===== src/rtl/conv_weight_receiver_if.sv =====
// Stage/weight bus between the conv layer control, the weight cache output and the
// kernel receiver.
interface conv_weight_receiver_if #(
   parameter int WIDTH       = 32,
   parameter int KERNEL_SIZE = 3
);
   logic [2:0]                               current_state;
   logic [WIDTH-1:0]                         i_weight;
   logic [WIDTH*KERNEL_SIZE*KERNEL_SIZE-1:0] o_kernel;
   logic                                     o_kernel_update;
   logic                                     o_filling;
   logic [3:0]                               o_wr_idx;
   logic [7:0]                               o_set_cnt;

   modport master (
      output current_state, i_weight,
      input  o_kernel, o_kernel_update, o_filling, o_wr_idx, o_set_cnt
   );

   modport slave (
      input  current_state, i_weight,
      output o_kernel, o_kernel_update, o_filling, o_wr_idx, o_set_cnt
   );
endinterface


===== src/rtl/conv_weight_receiver.sv =====
// Assembles the weight words streamed during STAGE_SHIFT into a shadow kernel and
// commits each complete kernel atomically to the active bank feeding the PE array.
module conv_weight_receiver #(
   parameter int         WIDTH         = 32,
   parameter int         KERNEL_SIZE   = 3,
   parameter logic [2:0] STAGE_INIT    = 3'd0,
   parameter logic [2:0] STAGE_PRELOAD = 3'd1,
   parameter logic [2:0] STAGE_SHIFT   = 3'd2,
   parameter logic [2:0] STAGE_LOAD    = 3'd3
) (
   input logic                   clk,
   input logic                   rst_n,
   conv_weight_receiver_if.slave bus
);
   localparam int         NWORDS   = KERNEL_SIZE * KERNEL_SIZE;
   localparam logic [3:0] LAST_IDX = 4'(NWORDS - 1);

   typedef enum logic [0:0] {
      IDLE = 1'b0,
      FILL = 1'b1
   } state_t;

   state_t                             state_r;
   logic                               shift_d_r;
   logic [3:0]                         wr_idx_r;
   logic [NWORDS-2:0][WIDTH-1:0]       shadow_r;
   logic [NWORDS-1:0][WIDTH-1:0]       kernel_r;
   logic                               update_r;
   logic                               filling_r;
   logic [7:0]                         set_cnt_r;
   logic                               abort_s;

   assign abort_s = (bus.current_state == STAGE_LOAD) || (bus.current_state == STAGE_INIT);

   // Capture FSM: the last slot of a set is never buffered, it goes straight into the
   // active bank together with the shadow words so the kernel changes in one edge.
   always_ff @(posedge clk or negedge rst_n) begin
      if (!rst_n) begin
         state_r   <= IDLE;
         shift_d_r <= 1'b0;
         wr_idx_r  <= 4'd0;
         shadow_r  <= '0;
         kernel_r  <= '0;
         update_r  <= 1'b0;
         filling_r <= 1'b0;
         set_cnt_r <= 8'd0;
      end else begin
         shift_d_r <= (bus.current_state == STAGE_SHIFT);
         update_r  <= 1'b0;
         if (shift_d_r) begin
            case (state_r)
               IDLE: begin
                  shadow_r[0] <= bus.i_weight;
                  wr_idx_r    <= 4'd1;
                  state_r     <= FILL;
                  filling_r   <= 1'b1;
               end
               FILL: begin
                  if (wr_idx_r == LAST_IDX) begin
                     for (int k = 0; k < NWORDS - 1; k++) begin
                        kernel_r[k] <= shadow_r[k];
                     end
                     kernel_r[NWORDS-1] <= bus.i_weight;
                     update_r           <= 1'b1;
                     set_cnt_r          <= set_cnt_r + 8'd1;
                     wr_idx_r           <= 4'd0;
                     state_r            <= IDLE;
                     filling_r          <= 1'b0;
                  end else begin
                     for (int k = 0; k < NWORDS - 1; k++) begin
                        if (wr_idx_r == 4'(k)) begin
                           shadow_r[k] <= bus.i_weight;
                        end
                     end
                     wr_idx_r <= wr_idx_r + 4'd1;
                  end
               end
               default: begin
                  wr_idx_r  <= 4'd0;
                  state_r   <= IDLE;
                  filling_r <= 1'b0;
               end
            endcase
         end
         // LOAD/INIT override the slot pointer after any same-edge capture or commit.
         if (abort_s) begin
            wr_idx_r  <= 4'd0;
            state_r   <= IDLE;
            filling_r <= 1'b0;
         end
         if (bus.current_state == STAGE_INIT) begin
            set_cnt_r <= 8'd0;
         end
      end
   end

   assign bus.o_kernel        = kernel_r;
   assign bus.o_kernel_update = update_r;
   assign bus.o_filling       = filling_r;
   assign bus.o_wr_idx        = wr_idx_r;
   assign bus.o_set_cnt       = set_cnt_r;
endmodule


===== src/flat_wrapper.sv =====
// flat-port wrapper written by rule: the top's interface ports become plain ports
module conv_weight_receiver_flat 
#(
   parameter int         WIDTH         = 32,
   parameter int         KERNEL_SIZE   = 3,
   parameter logic [2:0] STAGE_INIT    = 3'd0,
   parameter logic [2:0] STAGE_PRELOAD = 3'd1,
   parameter logic [2:0] STAGE_SHIFT   = 3'd2,
   parameter logic [2:0] STAGE_LOAD    = 3'd3
)
  (clk, rst_n, bus_current_state, bus_i_weight, bus_o_kernel, bus_o_kernel_update, bus_o_filling, bus_o_wr_idx, bus_o_set_cnt);
  conv_weight_receiver_if #(.WIDTH(WIDTH), .KERNEL_SIZE(KERNEL_SIZE)) bus_i ();
  input logic clk;
  input logic rst_n;
  input wire logic [$bits(bus_i.current_state)-1:0] bus_current_state;
  input wire logic [$bits(bus_i.i_weight)-1:0] bus_i_weight;
  output wire logic [$bits(bus_i.o_kernel)-1:0] bus_o_kernel;
  output wire logic [$bits(bus_i.o_kernel_update)-1:0] bus_o_kernel_update;
  output wire logic [$bits(bus_i.o_filling)-1:0] bus_o_filling;
  output wire logic [$bits(bus_i.o_wr_idx)-1:0] bus_o_wr_idx;
  output wire logic [$bits(bus_i.o_set_cnt)-1:0] bus_o_set_cnt;
  assign bus_i.current_state = bus_current_state;
  assign bus_i.i_weight = bus_i_weight;
  assign bus_o_kernel = bus_i.o_kernel;
  assign bus_o_kernel_update = bus_i.o_kernel_update;
  assign bus_o_filling = bus_i.o_filling;
  assign bus_o_wr_idx = bus_i.o_wr_idx;
  assign bus_o_set_cnt = bus_i.o_set_cnt;
  conv_weight_receiver #(.WIDTH(WIDTH), .KERNEL_SIZE(KERNEL_SIZE), .STAGE_INIT(STAGE_INIT), .STAGE_PRELOAD(STAGE_PRELOAD), .STAGE_SHIFT(STAGE_SHIFT), .STAGE_LOAD(STAGE_LOAD)) u_core (.clk(clk), .rst_n(rst_n), .bus(bus_i));
endmodule

===== config.mk =====
export PLATFORM = sky130hd
export DESIGN_NAME = conv_weight_receiver_flat
export DESIGN_NICKNAME = d
export VERILOG_FILES = /design/src/rtl/conv_weight_receiver_if.sv /design/src/rtl/conv_weight_receiver.sv /design/src/flat_wrapper.sv
export SDC_FILE = /design/constraint.sdc
export NUM_CORES = 1
export LEC_CHECK = 0
export CAP_MARGIN = 20
export CORE_MARGIN = 8
export CORE_UTILIZATION = 45
export CTS_CLUSTER_SIZE = 8
export DETAILED_ROUTE_END_ITERATION = 10
export PLACE_DENSITY = 0.69
export SLEW_MARGIN = 20
export SYNTH_ARGS = -nofsm -noshare
export SYNTH_HDL_FRONTEND = slang
export SYNTH_SLANG_ARGS = --single-unit

===== constraint.sdc =====
create_clock -name clk -period 2.5 [get_ports clk]
set_input_delay 0.5 -clock clk [delete_from_list [all_inputs] [get_ports clk]]
set_output_delay 0.5 -clock clk [all_outputs]
set_load 0.005 [all_outputs]

# Word level (Yosys, flattened, before mapping)
# Cells that the tools add are included.
[word_totals]
wordCells = 80
out_inout_bits = 302
register_bits = 560
input_bits = 37
[op_classes]
addsub = 2
n_reduce_logical = 18
n_mux = 22
eq_ne = 13
bitwise = 2
[op_table]
columns = ["operator", "n"]
rows = [
  ["2-to-1 mux 32 bit", 2],
  ["case mux 32 bit (2 select lines)", 1],
  ["2-to-1 mux 8 bit", 4],
  ["AND reduction 4 bit", 7],
  ["== test 4 x 3 -> 1 bit (second input constant)", 4],
  ["2-to-1 mux 4 bit", 3],
  ["2-to-1 mux 1 bit", 9],
  ["AND reduction 3 bit", 3],
  ["adder 8 x 1 -> 8 bit (second input constant)", 1],
  ["== test 4 x 2 -> 1 bit (second input constant)", 2],
  ["case mux 4 bit (2 select lines)", 1],
  ["nonzero test 2 bit", 4],
  ["== test 3 x 2 -> 1 bit (second input constant)", 2],
  ["adder 4 x 1 -> 4 bit (second input constant)", 1],
  ["== test 4 x 1 -> 1 bit (second input constant)", 1],
  ["== test 4 bit (second input constant)", 1],
  ["logical NOT 4 bit", 1],
  ["!= test 2 bit (second input constant)", 2],
  ["case mux 1 bit (2 select lines)", 2],
  ["logical NOT 3 bit", 1],
  ["!= test 3 bit (second input constant)", 1],
  ["NOT 1 bit", 2],
  ["AND reduction 2 bit", 1],
  ["logical OR 1 bit", 1],
]

# Logic depth before layout (Yosys ltp)
[logic_depth]
ltp_word = 5
mapped_depth = 7
depth_no_buf = 5

# Worst setup path after synthesis
# No wires, ideal clock.
[synth_path]
path_kind = "reg2reg"
from = "reg u_core.wr_idx_r[0], in the netlist u_core.bus.o_wr_idx[0]"
to = "reg u_core.kernel_r, in the netlist u_core.bus.o_kernel[196]"
setup_slack_ns = 0.640
period_less_slack_ns = 1.860
n_path_buf = 2
setup_time_ns = 0.125
t_required_ns = 2.375
arrival_time_ns = 1.735
path_stages_with_launch = 8
path_cell_list = "dfrtp_1 inv_1 ha_1 nand3b_4 nor2_8 buf_4 buf_4 mux2_2"
[synth_between]
elab_chain_len = 2
[synth_lines]
columns = ["element", "line_no", "text"]
rows = [
  ["from (decl)", "conv_weight_receiver.sv:25", "logic [3:0] wr_idx_r;"],
  ["from (signal assigned)", "conv_weight_receiver.sv:75", "wr_idx_r <= wr_idx_r + 4'd1;"],
  ["== test 4 bit", "conv_weight_receiver.sv:59", "if (wr_idx_r == LAST_IDX) begin"],
  ["AND reduction 3 bit (no line)", "-", ""],
  ["to (signal, indexed assignment)", "conv_weight_receiver.sv:61", "kernel_r[k] <= shadow_r[k];"],
  ["to (signal, indexed assignment)", "conv_weight_receiver.sv:63", "kernel_r[NWORDS-1] <= bus.i_weight;"],
  ["to (decl)", "conv_weight_receiver.sv:27", "logic [NWORDS-1:0][WIDTH-1:0] kernel_r;"],
]
# Every way passes these cells.
# A chain may end at the register's enable or synchronous reset.

# Worst setup path after layout
[layout_path]
from = "reg u_core.wr_idx_r[3], in the netlist u_core.bus.o_wr_idx[3]"
to = "out bus_o_wr_idx[3]"
[layout_lines]
columns = ["element", "line_no", "text"]
rows = [
  ["to (decl)", "flat_wrapper.sv:20", "output wire logic [$bits(bus_i.o_wr_idx)-1:0] bus_o_wr_idx;"],
]
# No word-level cell between the ends.

==> impl_results.md <==
- CP Capture Type: primary output
- HPWL after DPL: 35010 µm
- I/O Buffers: 338
- CP Data Required Time: 2000 ps
- H-tree Lvls: 3
- Sinks on Clock Net: 560
- Die Footprint: 0.05524 mm²
- Status: complete, no violations
- Power Density: 758.3 mW/mm²
- Num CTS Buffers: 80
- Ys async rst share: 100.0%
- DRC violations left: 0
- Initial Util: 45.41%
- P_int: 16.55 mW
- Delay-heaviest family, CP: buffers and inverters
- Tightest Pin Transition: 799.7 ps
- Via count: 11933
- Clk_lat worst skew: 600 ps
- Final wirelength: 51890 µm
- Synth Register Bits: 560
- Slowest CP cell: clkdlybuf4s50_1
- DR vias/cell: 5.245
- Flop pwr share: 48.2%
- Wire per inst: 22.81 µm
- Yosys Warn Count: 0
- Worst R2R Setup Slack: 230 ps
- Clock transition at the registers of the reported paths: 50 ps
- DRT iter0 DRCs: 541
- Unique masters post-synth: 38
- WS Path Type: flop to primary output
- Dominant synthesized flop cell: dfrtp_1
- CTS tree: built
- Post-Syn Area per Cell: 17.30 µm²
- Final instance area: 0.02792 mm²
- Synth Instances: 1248
- Final Critical Period: 2313 ps
- Pre-Repair DR Iteration Count: 4
- Vias in the first global route: 13364
- Seq/Total Area, Yosys: 64.91%
- Util after Layout: 58.72%
- Mapped Nets: 1291
- Clk pwr share: 44.0%
- Worst path cell trace: clkdlybuf4s50_1
- Max Cap Violations: 0
- R2r endpoint: u_core.bus.o_kernel[14]
- Final ANT Viol Nets: 0
- I/O pins: 339
- Total negative slack: 0 ps
- Buffer levels on the longest clock path: 3
- Die height: 235.0 µm
- Row count: 80
- Area Overhead vs Synth: 29.31%
- Combinational power share: 7.8%
- Post-cts resize count: 0
- Worst reg2reg path depth: 7
- Fin crit share: 92.51%
- Largest net degree at the start of global routing: 76
- Leak pwr: 13.22 nW
- GRT Resource Usage Total: 19.02%
- Switching part of the total: 21.84%
- CP peak stage delay: 630 ps
- CP startpoint: u_core.bus.o_wr_idx[3]
- Gpl congestion: 0.7534
- Crit path DAT: 1810 ps
- Root Driver: clkbuf_16
- Antenna Cells: 0
- Final setup violation count: 0
- Initial antenna violation count: 0
- Net load switching power: 4.623 mW
- Tightest Hold Check Type: input port to asynchronous set/reset pin
- Fin. max-slew vios: 0
- Core Box Area: 0.04755 mm²
- Maximum vdd drop: 0.5270 mV
- Number of synthesized flops with an enable pin: 0
- Clock skew: 22.48 ps
- Fmax: 432.4 MHz
- CP bufs+invs: 1
- Area of placed instances: 0.02580 mm²
- Die width: 235.0 µm
- Mapped Area: 0.02159 mm²
- Worst reg2reg startpoint: u_core.bus.o_wr_idx[0]
- Startpoint Class: flop
- NumNets Final: 1697
- Worst Path Max Fanout: 11
- Slew margin rel.: 46.28%
- Final Hold Viols: 0
- Global-route wire length before repair: 82880 µm
- Share of cells above drive strength 1: 39.70%
- RSZ-0062 raised after global routing: false
- Overflow after GRT: 0
==> per-layer routing <==
metal / part of all wire, % / global-route usage, % / routed length [µm] / up-vias
met4: 2.0 / 6.047 / 1042 / 0
li1: - / - / - / 5229
met5: 0 / 0 / 0 / -
met3: 5.6 / 4.986 / 2884 / 64
met2: 49 / 31.25 / 25470 / 286
met1: 43 / 24.49 / 22500 / 6354
==> cell usage after synthesis, types with 3 or more instances <==
cell	instances	share of area (%)
buf_6	21	1.1
buf_2	12	0.28
a21oi_1	12	0.28
o21ai_0	5	0.12
o31ai_1	4	0.14
dfrtp_1	560	65
mux2_4	91	6.3
nand4_1	3	0.087
mux2_1	31	1.6
nand3_1	5	0.12
nand2_1	5	0.087
or4_1	4	0.14
buf_4	27	0.94
ha_1	6	0.35
mux2_2	422	22
nand2_4	6	0.31
or3_1	5	0.14
inv_1	6	0.10
==> logic make-up (layout without fill, tap and decap cells) <==
kind of cell | Yosys count | count (layout) | share of synthesized area (%)
adder cells (fa/ha/maj) | 6 | 6 | 0.3477
AND/OR/NAND/NOR | 43 | 43 | 1.542
flip-flops | 560 | 560 | 64.91
AO/OA/AOI/OAI | 26 | 26 | 0.7244
XOR/XNOR | 1 | 1 | 0.04058
buffers and inverters | 67 | 479 | 2.434
multiplexers | 545 | 545 | 30.00
==> how the worst max path moves through the flow <==
stage | to | cells past startpoint
after floorplan | u_core.bus.o_kernel[196] | 7
after global placement | u_core.bus.o_kernel[15] | 7
after detailed placement | u_core.bus.o_kernel[14] | 7
after CTS | bus_o_wr_idx[3] | 1
after global routing | u_core.bus.o_kernel[143] | 7
final | bus_o_wr_idx[3] | 1
==> flip-flops by register name, indices dropped and copies added, names as in the netlist <==
name	flops
u_core.shift_d_r	1
u_core.shadow_r	256
u_core.bus.o_kernel_update	1
u_core.bus.o_wr_idx	4
u_core.bus.o_filling	1
u_core.state_r	1
u_core.bus.o_set_cnt	8
u_core.bus.o_kernel	288
==> cell type report <==
| type | instances | area, µm² |
|---|---|---|
| Fill cell | 3645 | 19630 |
| Sequential cell | 560 | 14010 |
| Multi-Input combinational cell | 621 | 7066 |
| Timing Repair Buffer | 385 | 3944 |
| Clock buffer | 84 | 2059 |
| Tap cell | 615 | 769.5 |
| Clock inverter | 4 | 42.54 |
| Inverter | 6 | 22.52 |
==> layout by cell type, fill, tap and decap left out, types with 2 or more instances in the layout <==
master,n
buf_12,16
mux2_2,422
nand2_4,6
inv_6,2
nand4_1,3
mux2_1,31
or3_1,4
nand2_1,5
mux2_4,91
clkbuf_1,2
nor2_1,2
nand3_1,5
o31ai_1,4
buf_4,30
nor3b_1,2
o21ai_0,5
a211oi_1,2
or4_1,4
clkdlybuf4s50_1,337
a21oi_1,12
inv_1,6
dfrtp_1,560
clkbuf_16,82
ha_1,6
==> power by group through the flow <==
stage | sequential [mW] | clock (mW) | combinational, mW
2_1_floorplan | 10.2 | 0 | 0.729
3_3_place_gp | 10.3 | 0 | 1.63
3_5_place_dp | 10.3 | 0 | 1.68
4_1_cts | 10.2 | 9.58 | 1.70
5_1_grt | 10.3 | 9.97 | 1.81
6_report | 10.2 | 9.31 | 1.65
==> metrics by stage <==
step | std cells | worst slack [ps] | total power, mW | hold slack (ps)
after CTS | 2275 | 124.4 | 21.48 | 439.7
after detailed placement | 2186 | 251.7 | 12.02 | 473.9
after global routing | 2275 | 81.67 | 22.06 | 464.4
after floorplan | 1248 | 640.2 | 10.93 | 204.4
after global placement | 2186 | 324.1 | 11.94 | 466.7
final | 2275 | 187.3 | 21.17 | 462.9
==> timing repair <==
item | in CTS | in global routing
buffers inserted | 0 | 0
endpoints found under the hold margin | 45 | 0
hold buffers | 1 | 0
No activity file was read; power rests on OpenSTA's default activity.
==> RTL change (same settings) <==
Reset style: synchronous (`rst_n`), changed in one clocked block.
--- a/src/rtl/conv_weight_receiver.sv
+++ b/src/rtl/conv_weight_receiver.sv
@@ -34,7 +34,7 @@
 
    // Capture FSM: the last slot of a set is never buffered, it goes straight into the
    // active bank together with the shadow words so the kernel changes in one edge.
-   always_ff @(posedge clk or negedge rst_n) begin
+   always_ff @(posedge clk) begin
       if (!rst_n) begin
          state_r   <= IDLE;
          shift_d_r <= 1'b0;
Function: not settled (the Yosys comparison gave no result); the edit may change what the design does.
==> RTL change against the unedited design <==
First-iteration DRC count rose to 3.3 times the old value. Synthesized area fell by 4.2%. Final area fell by 4.7%. Setup slack improved by 0.075 ns. Cell count rose by 38%. Highest routed layer is now met5. Largest cell class unchanged. Critical path type unchanged. Hold slack got worse by 0.061 ns. Critical endpoint is now bus_o_wr_idx[2]. Wire length increased by 42%. Sequential cell count unchanged. Count of clock-buffer cells in the layout unchanged. Sequential share of layout area fell by 8.1 points.
Power is not compared: it rests on default switching activity, and its combinational part moved more than twofold at a synthesized area within 25%.
==> RTL change: results (changes against the unedited design) <==
| Quantity | Reported | vs unedited |
|---|---|---|
| Total routed wirelength | 73.7 mm | +42% |
| Portion of netlist area occupied by mux cells | 12.4% | -18 points |
| CTS buffer count | 79 | -1.3% |
| Run status | completed |  |
| Total routed wire length on the met1 layer | 30.3 mm | +35% |
| Fillers | 3,893 | +6.8% |
| Sequential element share of the synthesized area | 54.2% | -11 points |
| All-layer global routing usage | 26.2% | +7.2 points |
| WL met3 | 6.28 mm | +120% |
| Fraction of the mapped netlist area in compound gates | 14.8% | +14 points |
| Top post-synthesis cells by area | dfxtp_1 54%, mux2i_1 12%, nand3_1 7.1% |  |
| Number of antenna violations at the first check in global routing | 3 | +3 |
| Number of design-rule violations left by the first detailed-router iteration | 1,806 | +230% |
| Post-route clock skew | 0.0227 ns | +0.000242 ns |
| Proportion of register bits with asynchronous set or reset after synthesis | 0% | -100 points |
| Via density per instance | 5.79 | +10% |
| Most instantiated cells after synthesis | 560 x dfxtp_1, 300 x nand2_1, 293 x nand3_1 |  |
| Via count of the first global-routing pass | 17,782 | +33% |
| Layout cell share with drive strength beyond 1 | 6.17% | -34 points |
| Syn Nets | 2,313 | +79% |
| Share of the synthesized area in the top cell type | 54.2% | -11 points |
| Placed wire-length estimate after detailed placement | 46.4 mm | +32% |
| Type of the worst min-delay path | input port to flip-flop |  |
| Worst EP arrival | 1.74 ns | -0.07 ns |
| Synthesized-area fraction occupied by adder cells | 0.303% | -0.045 points |
| Wire length of the first global-routing pass | 109 mm | +32% |
| Met2 WL | 34.4 mm | +35% |
| DR top layer | met5 |  |
| Maximum number of pins on one net before global-route repair | 138 | +82% |
## RTL change: cell types whose count changed after synthesis, moves of 15 or more
cell      before  now
o21ai_0        5  292
mux2i_1        1  257
mux2_1        31    0
clkbuf_1       1  146
buf_2         12   43
dfxtp_1        0  560
a21oi_1       12  292
buf_1          0   15
buf_6         21    0
dfrtp_1      560    0
nand3_1        5  293
mux2_4        91    0
nand2_1        5  300
mux2_2       422    0
## RTL change: kinds of logic (layout without fill, tap and decap cells)
group,count (synthesis),count (layout)
adder cells (fa/ha/maj),5,5
flip-flops,560,560
buffers and inverters,228,486
AND/OR/NAND/NOR,618,618
XOR/XNOR,2,2
other,0,1
AO/OA/AOI/OAI,601,601
multiplexers,257,257
## RTL change: path summary, 6_finish.rpt
| path | from | to | slack [ns] | depth (start not counted) |
|---|---|---|---|---|
| worst min-delay path | rst_n | u_core.shadow_r[128] | 0.40 | 3 |
| worst min register to register | u_core.shadow_r[199] | u_core.shadow_r[199] | 0.46 | 2 |
| worst max-delay path | u_core.bus.o_wr_idx[2] | bus_o_wr_idx[2] | 0.26 | 1 |
| worst max register to register | u_core.shift_d_r | u_core.bus.o_kernel[153] | 0.39 | 4 |
## RTL change: through the flow
stage | setup WS (ns) | cells | utilization [%] | instance area (sq um) | hold slack (ns)
after floorplan | 0.791 | 2271 | - | 20700 | 0.439
after global placement | 0.447 | 3042 | 54.0 | 24500 | 0.446
after detailed placement | 0.374 | 3042 | 54.0 | 24500 | 0.453
after CTS | 0.263 | 3129 | 58.6 | 26600 | 0.396
after global routing | 0.221 | 3129 | 58.6 | 26600 | 0.421
final | 0.262 | 3130 | 58.6 | 26600 | 0.402
## RTL change: layout make-up
type	count	area [sq um]	area share, %
Sequential cell	560	11200	42.1
Antenna cell	1	2.50	0.00940
Clock buffer	84	2080	7.82
Tap cell	600	751	2.82
Clock inverter	3	26.3	0.0987
Inverter	6	37.5	0.141
Timing Repair Buffer	393	3980	14.9
Multi-Input combinational cell	1483	8520	32.0
## RTL change: layer usage
metal,GRT usage (%),vias to the layer above
met1,32.8,8895
met4,10.5,2
met2,42.6,739
li1,-,8373
met5,0,-
met3,7.26,125
## RTL change: power by group through the flow
stage | logic, uW | clock network [uW] | registers [uW]
global route | 620 | 9930 | 8960
floorplan | 272 | 0 | 9140
CTS | 596 | 9540 | 8970
global placement | 587 | 0 | 9150
finish | 603 | 9430 | 8970
detailed placement | 593 | 0 | 9150
